==> config.mk <==
export PLATFORM = sky130hd
export DESIGN_NAME = frame_txd
export DESIGN_NICKNAME = d
export VERILOG_FILES = /design/src/rtl/frame_txd.sv
export SDC_FILE = /design/constraint.sdc
export NUM_CORES = 1
export LEC_CHECK = 0
export ABC_CLOCK_PERIOD_IN_PS = 2900
export BUFFER_PORTS_ARGS = -buffer_cell sky130_fd_sc_hd__buf_2
export CORE_ASPECT_RATIO = 0.7
export CORE_MARGIN = 10
export CORE_UTILIZATION = 40
export DETAILED_ROUTE_END_ITERATION = 10
export PLACE_DENSITY = 0.66
export SLEW_MARGIN = 25
export SYNTH_ARGS = -nofsm -noshare
export SYNTH_HDL_FRONTEND = slang
export SYNTH_SLANG_ARGS = --single-unit
==> constraint.sdc <==
create_clock -name clock -period 2.9 [get_ports clock]
set_input_delay 0 -clock clock [delete_from_list [all_inputs] [get_ports clock]]
set_output_delay 0 -clock clock [all_outputs]
set_load 0.02 [all_outputs]
==> src/rtl/frame_txd.sv <==
// Framed serial transmitter: 0x55, 0xAA, length, payload as UART-style bytes on one line.
// Optional FRAME_TXD_CHECKSUM_EN appends an XOR checksum of length and payload.
module frame_txd #(
    parameter int          CLKS_PER_BIT = 434,
    parameter logic [7:0]  HDR0         = 8'h55,
    parameter logic [7:0]  HDR1         = 8'hAA
) (
    input  logic       clock,
    input  logic       reset,
    input  logic       start,
    input  logic [7:0] len,
    input  logic [7:0] data_in,
    input  logic       data_valid,
    output logic       data_ready,
    output logic       stream,
    output logic       busy,
    output logic       done
);

    localparam logic [15:0] BIT_LAST = 16'(CLKS_PER_BIT - 1);

    typedef enum logic [2:0] {
        S_IDLE,
        S_HDR0,
        S_HDR1,
        S_LEN,
        S_PAY,
`ifdef FRAME_TXD_CHECKSUM_EN
        S_CSUM,
`endif
        S_FIN
    } state_t;

    state_t      state_q, state_d;
    logic [7:0]  len_q, len_d;
    logic [7:0]  rem_q, rem_d;
    logic [9:0]  sr_q, sr_d;
    logic [3:0]  bit_idx_q, bit_idx_d;
    logic [15:0] timer_q, timer_d;
    logic        active_q, active_d;
`ifdef FRAME_TXD_CHECKSUM_EN
    logic [7:0]  csum_q, csum_d;
`endif

    logic       bit_end;
    logic       byte_end;
    logic       ser_empty;
    logic       load;
    logic [7:0] load_byte;

    always_comb begin
        state_d    = state_q;
        len_d      = len_q;
        rem_d      = rem_q;
        sr_d       = sr_q;
        bit_idx_d  = bit_idx_q;
        timer_d    = timer_q;
        active_d   = active_q;
`ifdef FRAME_TXD_CHECKSUM_EN
        csum_d     = csum_q;
`endif
        load       = 1'b0;
        load_byte  = 8'h00;

        bit_end    = active_q && (timer_q == BIT_LAST);
        byte_end   = bit_end && (bit_idx_q == 4'd9);
        // "Empty" includes the last stop-bit cycle so the next byte can follow with no gap.
        ser_empty  = !active_q || byte_end;
        data_ready = (state_q == S_PAY) && ser_empty && (rem_q != 8'd0);

        if (active_q) begin
            if (bit_end) begin
                timer_d = 16'd0;
                sr_d    = {1'b1, sr_q[9:1]};
                if (bit_idx_q == 4'd9) begin
                    active_d = 1'b0;
                end else begin
                    bit_idx_d = bit_idx_q + 4'd1;
                end
            end else begin
                timer_d = timer_q + 16'd1;
            end
        end

        case (state_q)
            S_IDLE: begin
                if (start) begin
                    len_d     = len;
                    rem_d     = len;
`ifdef FRAME_TXD_CHECKSUM_EN
                    csum_d    = len;
`endif
                    load      = 1'b1;
                    load_byte = HDR0;
                    state_d   = S_HDR0;
                end
            end
            S_HDR0: begin
                if (byte_end) begin
                    load      = 1'b1;
                    load_byte = HDR1;
                    state_d   = S_HDR1;
                end
            end
            S_HDR1: begin
                if (byte_end) begin
                    load      = 1'b1;
                    load_byte = len_q;
                    state_d   = S_LEN;
                end
            end
            S_LEN: begin
                // Enter PAY as the length byte's stop bit begins, so the handshake
                // window already covers that byte's final cycle.
                if (len_q != 8'd0) begin
                    if (bit_end && (bit_idx_q == 4'd8)) begin
                        state_d = S_PAY;
                    end
                end else if (byte_end) begin
`ifdef FRAME_TXD_CHECKSUM_EN
                    load      = 1'b1;
                    load_byte = csum_q;
                    state_d   = S_CSUM;
`else
                    state_d   = S_FIN;
`endif
                end
            end
            S_PAY: begin
                if (rem_q != 8'd0) begin
                    if (data_ready && data_valid) begin
                        load      = 1'b1;
                        load_byte = data_in;
                        rem_d     = rem_q - 8'd1;
`ifdef FRAME_TXD_CHECKSUM_EN
                        csum_d    = csum_q ^ data_in;
`endif
                    end
                end else if (ser_empty) begin
`ifdef FRAME_TXD_CHECKSUM_EN
                    load      = 1'b1;
                    load_byte = csum_q;
                    state_d   = S_CSUM;
`else
                    state_d   = S_FIN;
`endif
                end
            end
`ifdef FRAME_TXD_CHECKSUM_EN
            S_CSUM: begin
                if (byte_end) begin
                    state_d = S_FIN;
                end
            end
`endif
            S_FIN: begin
                state_d = S_IDLE;
            end
            default: begin
                state_d = S_IDLE;
            end
        endcase

        if (load) begin
            sr_d      = {1'b1, load_byte, 1'b0};
            bit_idx_d = 4'd0;
            timer_d   = 16'd0;
            active_d  = 1'b1;
        end
    end

    always_ff @(posedge clock) begin
        if (reset) begin
            state_q   <= S_IDLE;
            len_q     <= 8'd0;
            rem_q     <= 8'd0;
            sr_q      <= '1;
            bit_idx_q <= 4'd0;
            timer_q   <= 16'd0;
            active_q  <= 1'b0;
`ifdef FRAME_TXD_CHECKSUM_EN
            csum_q    <= 8'd0;
`endif
        end else begin
            state_q   <= state_d;
            len_q     <= len_d;
            rem_q     <= rem_d;
            sr_q      <= sr_d;
            bit_idx_q <= bit_idx_d;
            timer_q   <= timer_d;
            active_q  <= active_d;
`ifdef FRAME_TXD_CHECKSUM_EN
            csum_q    <= csum_d;
`endif
        end
    end

    assign stream = sr_q[0];
    assign busy   = (state_q != S_IDLE) && (state_q != S_FIN);
    assign done   = (state_q == S_FIN);

endmodule
== Yosys cells after proc, flatten, opt, wreduce, memory -nomap -nowiden ==
Index checks and enable logic that the tools add are counted.
W data, S select, Z words.

* Add/subtract/negate cells: 3
* Equality and inequality tests: 18
* Multiplexer cells: 32
* Bitwise logic cells: 1
* Reductions and logical operators: 23

{| class="wikitable"
|+ Operators by type and width
! cell !! count
|-
| $mux W8 || 7
|-
| $pmux W8 S4 || 1
|-
| $mux W9 || 3
|-
| $mux W3 || 8
|-
| $add A16 B1 Y16 const B || 1
|-
| $eq A16 B9 Y1 const B || 1
|-
| $mux W16 || 1
|-
| $pmux W8 S2 || 1
|-
| $reduce_bool A8 Y1 || 2
|-
| $pmux W3 S5 || 1
|-
| $ne A2 B2 Y1 const B || 5
|-
| $ne A3 B3 Y1 const B || 3
|-
| $eq A4 B4 Y1 const B || 2
|-
| $mux W1 || 8
|-
| $sub A8 B1 Y8 const B || 1
|-
| $logic_and A1 B1 Y1 || 7
|-
| $mux W7 || 1
|-
| $reduce_and A7 Y1 || 1
|-
| $eq A3 B2 Y1 const B || 2
|-
| $eq A3 B3 Y1 const B || 2
|-
| $reduce_bool A2 Y1 || 3
|-
| $add A4 B1 Y4 const B || 1
|-
| $ne A2 B1 Y1 const B || 2
|-
| $reduce_and A2 Y1 || 2
|-
| 10 further kinds || 11
|}

* Bits in registers: 49
* Input port bits: 20

== Depth between registers and ports, before layout ==
Gate-level depths: netlist of run 1.

* Depth after elaboration: 12
* Mapped depth: 9

== Worst setup path after synthesis of run 1 ==
No wires, ideal clock.

* Path kind: register to register
* Start point: register timer_q[0]
* End point: register sr_q[1]
* Library setup time: 0.144 ns
* Arrival: 2.196 ns
* Path slack: 0.560 ns
* Stages on the path, launching flop included: 8
* Period minus slack after synthesis: 2.340 ns
* Cells stage by stage: dfxtp_1 -> ha_1 -> or4b_1 -> or4_4 -> nor3_4 -> o21ai_0 -> o22ai_1 -> a32oi_1

* Cells in the longest elaborated chain, start to end: 12
* Elaborated cells on any way between the ends: 19
* Those cells by class: 1 x eq/ne; 9 x mux; 9 x reduce/logical

{| class="wikitable"
|+ RTL lines
! item !! line !! RTL
|-
| start, declared || 39 || <nowiki>logic [15:0] timer_q, timer_d;</nowiki>
|-
| start signal, assigned || 190 || <nowiki>timer_q <= timer_d;</nowiki>
|-
| $eq A16 B9 Y1 (*) || 65 || <nowiki>bit_end = active_q && (timer_q == BIT_LAST);</nowiki>
|-
| $logic_and A1 B1 Y1 (*) || 65 ||
|-
| $logic_and A1 B1 Y1 || 66 || <nowiki>byte_end = bit_end && (bit_idx_q == 4'd9);</nowiki>
|-
| $logic_or A1 B1 Y1 || 68 || <nowiki>ser_empty = !active_q || byte_end;</nowiki>
|-
| $logic_and A1 B1 Y1 (2 in series) || 69 || <nowiki>data_ready = (state_q == S_PAY) && ser_empty && (rem_q != 8'd0);</nowiki>
|-
| $logic_and A1 B1 Y1 || 131 || <nowiki>if (data_ready && data_valid) begin</nowiki>
|-
| $mux W1 || 131 ||
|-
| $mux W1 || 130 || <nowiki>if (rem_q != 8'd0) begin</nowiki>
|-
| $pmux W1 S3 || 85 || <nowiki>case (state_q)</nowiki>
|-
| $reduce_bool A2 Y1 (no line) || n/a ||
|-
| $reduce_and A2 Y1 (no line) || n/a ||
|-
| end signal, assigned || 188 || <nowiki>sr_q <= sr_d;</nowiki>
|-
| end, declared || 37 || <nowiki>logic [9:0] sr_q, sr_d;</nowiki>
|}

Mark *: on every way between the ends. The rest lies on a longest branch, timed or not.
A chain may end at the register's enable or synchronous reset.

== Worst setup path after layout of run 1 ==
Same ends and word-level chain as after synthesis.

==> results of run 1 <==
==> metal layers <==
| layer | global-route usage | vias up |
|---|---|---|
| li1 | - | 1315 |
| met1 | 0.193 | 1202 |
| met2 | 0.208 | 75 |
| met3 | 0.0297 | 9 |
| met4 | 0.0431 | 0 |
| met5 | 0 | - |
==> area by class of cell <==
cell class / count / area (µm²)
fillers: 639 / 3410
flip-flops and latches: 49 / 981
clock inverters: 3 / 43.8
multi-input cells: 266 / 1610
clock buffers: 5 / 68.8
inverters: 11 / 41.3
repair buffers: 54 / 388
well taps: 94 / 118
==> state kept, by name, summed over array words and instances (netlist names) <==
signal	cells
state_q	3
timer_q	16
rem_q	8
len_q	8
active_q	1
bit_idx_q	4
sr_q	9
==> report_power, final <==
group          total [mW]  switching [mW]  internal, mW  leakage [nW]
clock network       0.514           0.255         0.259        0.0585
registers           0.743          0.0317         0.711         0.400
logic               0.286           0.161         0.124         0.761
==> per-stage QoR <==
stage	hold slack, ns	util	setup slack (ns)
5_1_grt	0.137	0.488	0.0709
3_3_place_gp	0.260	0.447	0.379
6_report	0.125	0.488	0.261
2_1_floorplan	0.135	-	0.560
4_1_cts	0.112	0.488	0.267
3_5_place_dp	0.260	0.447	0.275
==> worst max-delay path: stages (launching register included) <==
cell and delay [ns]:
dfxtp_1 0.42, ha_1 0.18, or4b_1 0.51, or4_4 0.50, nor3_4 0.29, o21a_1 0.38
a21oi_1 0.12, a32oi_1 0.16
==> Yosys cell counts (2+ instances only) <==
cell type  count
inv_1         11
a32oi_1        4
or3_1          3
o21ai_0       19
nor4_4         2
nor3_1        10
o21ai_1        3
a21oi_1       28
nand3_1        9
nor4_1         4
buf_4          2
a22o_1         7
xnor2_1        9
or4b_1         2
nand3b_1       4
dfxtp_1       49
nand2_1       50
o22ai_1        3
mux2i_1        6
or4_4          2
xor2_1         7
ha_1           7
a31oi_1        7
nand4_1        6
nor2_1        37
and3_1         3
a21o_1         5
a211oi_1       6
nand2b_1       5
or2_2          2
clkbuf_1      13
==> cells by family (layout without fill, tap and decap cells) <==
logic type,after synthesis,after routing,share of synthesized area
AND/OR/NAND/NOR,146,146,0.274
XOR/XNOR,16,16,0.0516
adder cells (fa/ha/maj),7,7,0.0323
multiplexers,6,6,0.0221
flip-flops,49,49,0.361
AO/OA/AOI/OAI,91,91,0.213
buffers and inverters,29,73,0.0461
==> path summary, 6_finish.rpt <==
path / slack, ns / end / from / depth (start not counted)
max reg2reg: 0.26 / sr_q[1] / timer_q[0] / 7
max: 0.26 / sr_q[1] / timer_q[0] / 7
min reg2reg: 0.49 / len_q[1] / len_q[1] / 2
min: 0.13 / rem_q[2] / reset / 2
==> reports/summary.md, run 1 <==
The count of distinct cell types in the synthesized netlist came out at 50. In this run, CTS created clock tree buffers numbering 5. The buffer depth of the longest clock path is 2. The tools report the clock latency on the worst-skew pair as 0.31 ns. Dividing the detail-routed via count by the number of cells gives 5.40.

The post-cts repair resize count was 0. After detailed routing, no signal wire sits above met4. Power spread over the standard cell area amounts to 475 mW/mm².

The logs give 12000 µm for the wire length of the first global-routing pass and 2.88 ns for the data arrival time of the critical path. During placement, the flow inserted port buffers numbering 23. The worst-case IR drop observed on VDD is 0.000203 V. The synthesized area per cell was 7.89 µm².

After detailed routing, the average wire length per cell comes to 15.0 µm. The die extent in y came out at 88.9 µm. The floorplan die width came out at 118 µm.

For the pin with the worst max-slew slack, the measured transition is 0.886 ns. The data required time at the worst endpoint was 3.14 ns. The worst path in the final design needs a cycle of 2.64 ns, including I/O delays and setup. The number of setup buffers added after CTS is 0. The instance area after placement was 0.00298 mm²; the number of violations of the max-capacitance limit was 0.

For the final number of hold-violating endpoints, the log shows 0. The flow ran to the end, and the final reports show no timing, DRC or antenna violations. The fraction of layout instances using a drive strength above 1 is 0.142, and the full die area is 0.0105 mm².

Entering global routing, the biggest net connects 26 pins. The run gives 241 as the violation count after the first detailed-route iteration. After the flow finishes, the layout carries non-filler instances totaling 482. The via count of the routed design was 2601. Counting every sink on the clock net gives 49. The share of async-settable or async-resettable flops after synthesis is 0, and the total iterations of the first detailed-routing run is 6. For the sequential element share of the synthesized area, the log shows 0.361. The number of global-route vias before repair is 2452. The fraction of synthesized cell area taken by the top area cell type is 0.361.

The total grt overflow came out at 0. Post-CTS clock slew at the launch and capture registers of the worst setup and hold paths: 0.10 ns. STA classifies the critical path endpoint as a flop.

Startpoint type of the worst setup path: a flop. The final total power was 1.54 mW; the core region area was 0.00666 mm². Largest area contributor in the synthesized netlist: dfxtp_1.

The final cycle utilization of the critical path was 0.910; the setup TNS was 0 ns. The logs give 414 for the net count reported at finish and 1.22 nW for the standby leakage power. For this run, the leading register cell type out of synthesis is dfxtp_1. Of all nets on the critical path, the largest fanout is 9.

The count of inserted antenna diode cells is 0, and the wire length on met3 is 438 µm. Synthesis handed over a netlist of 344 instances. The most frequent standard cell in the layout excluding fill and tap cells was nand2_1. Leaving out fill and tap cells, the most frequent cells in the layout are nand2_1, dfxtp_1, nor2_1, a21oi_1, buf_2. The start-to-end type of the worst setup path was reg2reg.

After clock tree synthesis, the flow added hold-fix buffers numbering 16. Between clock sinks in the finished design, the worst skew comes to 0.0102 ns. Counting flops and latches in the post-synthesis netlist gives 49.

The synthesis warning total is 0. By area the synthesized netlist is led by dfxtp_1, nand2_1, a21oi_1. The logs give 3740 µm for the wire length on met1 and 0.856 for the global placer's final weighted congestion. The area added between synthesis and finish is 19.7%. The number of antenna violations at the first check in global routing was 0; the count of endpoints failing setup in the final report was 0. The tree is rooted in a clkbuf_8. Once placement completed, the tool counted placed cells totaling 458. The final antenna-violating net count is 0, and the global-route total usage across every layer is 0.138.

24 I/O pins were placed. The logs give 0.379 GHz for the maximum clock frequency and 7230 µm for the final wirelength. The cell area after technology mapping was 0.00271 mm²; the cell row count was 25.

Summed over all nets, the half-perimeter wirelength after detailed placement is 5240 µm. The number of enable-type register cells in the synthesized netlist works out to 0. CTS built an H-tree with a depth of 2. Setup repair after global routing left no endpoint under its margin. The post-synth net total was 371; the met2 wire length was 2970 µm. In the routed design, unresolved DRC markers number 0. TritonCTS built the clock tree.

The run gives 0.407 as the starting density of the core. The logs give 0 for the number of max-slew violations in the final report and 0.404 for the worst relative slew slack. The finished cells cover 0.00325 mm². The worst hold path belongs to the class in2reg.
Power figures use the tool's default switching activity.
==> inputs of run 2 (changes only) <==
--- a/config.mk
+++ b/config.mk
@@ -11,7 +11,8 @@
 export CORE_MARGIN = 10
 export CORE_UTILIZATION = 40
 export DETAILED_ROUTE_END_ITERATION = 10
-export PLACE_DENSITY = 0.66
+export GPL_TIMING_DRIVEN = 0
+export PLACE_DENSITY = 0.69
 export SLEW_MARGIN = 25
 export SYNTH_ARGS = -nofsm -noshare
 export SYNTH_HDL_FRONTEND = slang
==> reports/summary.md, run 2 (synthesized netlist as in run 1, its figures left out) <==
The flow ran to the end, and the final reports show no timing, DRC or antenna violations. In the final layout, the registers with the most flip-flops are timer_q: 16 flops, sr_q: 9 flops. The worst reg2reg path endpoint was sr_q[7]. Data arrival time of the critical path: 2.87 ns (about the same).

The post-CTS clock slew at the launch and capture registers of the worst setup and hold paths was 0.10 ns (about the same); the maximum clock frequency was 0.369 GHz (-2.7%). The smallest hold slack is 0.0257 ns (-0.0994 ns), and the flip-flop count of the largest register after layout is 16 (unchanged). The peak supply drop was 0.000216 V (+6.5%); the clock period minus final worst setup slack was 2.71 ns (+0.0730 ns). The H-tree depth came out at 2 (unchanged). The final wirelength came out at 7110 µm (-1.6%).

The min-delay analysis places its worst path in the category in2reg. The register with the highest flop count is timer_q. The tools report the count of inserted antenna diode cells as 0 (unchanged). Total power density per cell area: 451 mW/mm² (-5.0%).

The violation count after the first detailed-route iteration was 270 (+12%). The worst reg2reg path depth is 7 (unchanged). For the HPWL after detailed placement, the log shows 5310 µm (+1.2%). In this run the most critical hold path is launched from data_in[6].

The full die area is 0.0105 mm² (unchanged). The number of cells on the worst hold path is 3 (+1). The worst hold path terminates at sr_q[7]. The number of global-route vias before repair was 2268 (-7.5%); the total iterations of the first detailed-routing run was 4 (-2). The highest net fanout along the worst path was 6 (-3); the final antenna-violating net count was 0 (unchanged). Leaving out fill and tap cells, the most frequent cell in the layout is nand2_1. The number of max-slew violations in the final report is 0 (unchanged), and the via count of the routed design is 2658 (+2.2%). The run gives 11600 µm (-3.6%) as the wire length of the first global-routing pass.

The final cycle utilization of the critical path came out at 0.935 (+0.0252). For the worst relative slew slack, the log shows 0.410 (+0.00581). The critical path is of the reg2reg type. The run gives 418 (+0.97%) as the net count reported at finish. The clock latency on the worst-skew pair is 0.31 ns (about the same). The run gives 0 ns (unchanged) as the setup TNS. The global routing stage identified its most utilized layer as met1. The logs give 25 (unchanged) for the cell row count and 0.19 ns (-0.07 ns) for the flop-to-flop setup slack.

The pin count of the biggest net entering global routing is 18 (-31%), and the global-route track usage on met2 is 0.182 (-0.0258). In the layout the commonest cells are nand2_1, dfxtp_1, nor2_1, a21oi_1, buf_2. Sink count of the clock tree: 49 (unchanged). The tools report the startpoint of the worst-slack reg-to-reg timing path as timer_q[0]. Die extent in y: 88.9 µm (unchanged).

The logs give 0.407 (unchanged) for the starting density of the core and 0 (unchanged) for the number of antenna violations at the first check in global routing. The tools report the critical path capture point type as a flop. For the data required time at the worst endpoint, the log shows 3.06 ns (-0.08 ns). The logs give 0 (unchanged) for the count of endpoints failing setup in the final report and 0.133 (-0.00513) for the global-route total usage across every layer. The core region area came out at 0.00666 mm² (unchanged). The number of violations of the max-capacitance limit was 0 (unchanged); the final number of hold-violating endpoints was 0 (unchanged). The number of I/O port buffers came out at 22 (-4.3%). The tools report the post-place setup slack as 0.120 ns (-0.155 ns). Setup repair after global routing left no endpoint under its margin. The floorplan die width is 118 µm (unchanged).

The tree is rooted in a clkbuf_8. The standby leakage power is 1.18 nW (-3.3%), and the area added between synthesis and finish is 18.8%. The clock skew after layout is 0.00559 ns (-0.00460 ns).

For the number of CTS-inserted buffers, the log shows 5 (unchanged). For the worst setup margin, the log shows 0.188 ns (-0.0730 ns). The tools report the I/O pin total as 24 (unchanged). The routed wire length per instance was 14.6 µm (-2.5%).

The actual slew at the worst max-slew pin is 0.877 ns (-0.00864 ns), and the total grt overflow is 0 (unchanged). The fraction of layout instances using a drive strength above 1 is 0.125 (-0.0168). TritonCTS built the clock tree. Remaining routing DRC violations: 0 (unchanged). The met1 demand-to-capacity share in global routing is 0.201 (+0.00722), and the mean number of vias per cell is 5.47 (+1.4%).

The buffer depth of the longest clock path is 2 (unchanged), and the global-route track usage on met3 is 0.0265 (-0.00315). The global placer's final weighted congestion was 0.853 (-0.36%). STA classifies the critical path startpoint as a flop. The final cell utilization of the core was 0.484 (-0.00357). The count of filler cells inserted in the layout was 646 (+1.1%).
-- run 2: worst max-delay path, stage by stage (launching register included) --
cell and delay, ns:
dfxtp_1 0.43, ha_1 0.20, or4b_1 0.52, or4_4 0.51, nor3_4 0.33, o21ai_0 0.15, o22ai_2 0.31, a32oi_1 0.10
-- run 2: report_power, final --
group / internal, mW / leakage, nW / switching, mW
clock network: 0.176 / 0.0423 / 0.258
registers: 0.711 / 0.400 / 0.0315
logic: 0.116 / 0.737 / 0.163
total: 1.00 / 1.18 / 0.452
-- run 2: area by class of cell --
cell class                      instances  area (µm²)  area share
Multi-Input combinational cell        266        1620       0.503
Sequential cell                        49         981       0.304
Timing Repair Buffer                   40         283      0.0877
Tap cell                               94         118      0.0365
Buffer                                 18        83.8      0.0260
Clock buffer                            5        68.8      0.0213
Inverter                               11        41.3      0.0128
Clock inverter                          3        26.3     0.00815
-- run 2: how the worst max path moves through the flow --
stage | start | endpoint | slack (ns)
finish | timer_q[0] | sr_q[7] | 0.19
global route | timer_q[0] | sr_q[7] | 0.08
CTS | timer_q[0] | sr_q[7] | 0.09
detailed placement | timer_q[0] | sr_q[7] | 0.12
global placement | timer_q[0] | sr_q[1] | 0.18
floorplan | timer_q[0] | sr_q[1] | 0.56
-- run 2: layer usage --
| layer | up-vias | part of all wire | wire (µm) |
|---|---|---|---|
| met3 | 9 | 0.068 | 481 |
| met5 | - | 0 | 0 |
| met1 | 1258 | 0.53 | 3790 |
| li1 | 1314 | - | - |
| met2 | 77 | 0.39 | 2740 |
| met4 | 0 | 0.014 | 99 |
-- run 2: stage by stage --
stage          area, µm²  instances  total power, mW
6_report            3220        486             1.45
5_1_grt             3220        486             1.52
4_1_cts             3190        483             1.46
3_5_place_dp        2940        460             1.01
3_3_place_gp        2940        460             1.01
2_1_floorplan       2710        344            0.935
-- run 2: timing repair --
action	CTS	global route
hold buffers	15	0
endpoints found under the hold margin	16	0
buffers inserted	0	3
endpoints found under the setup margin	0	14
gates resized for setup	0	3
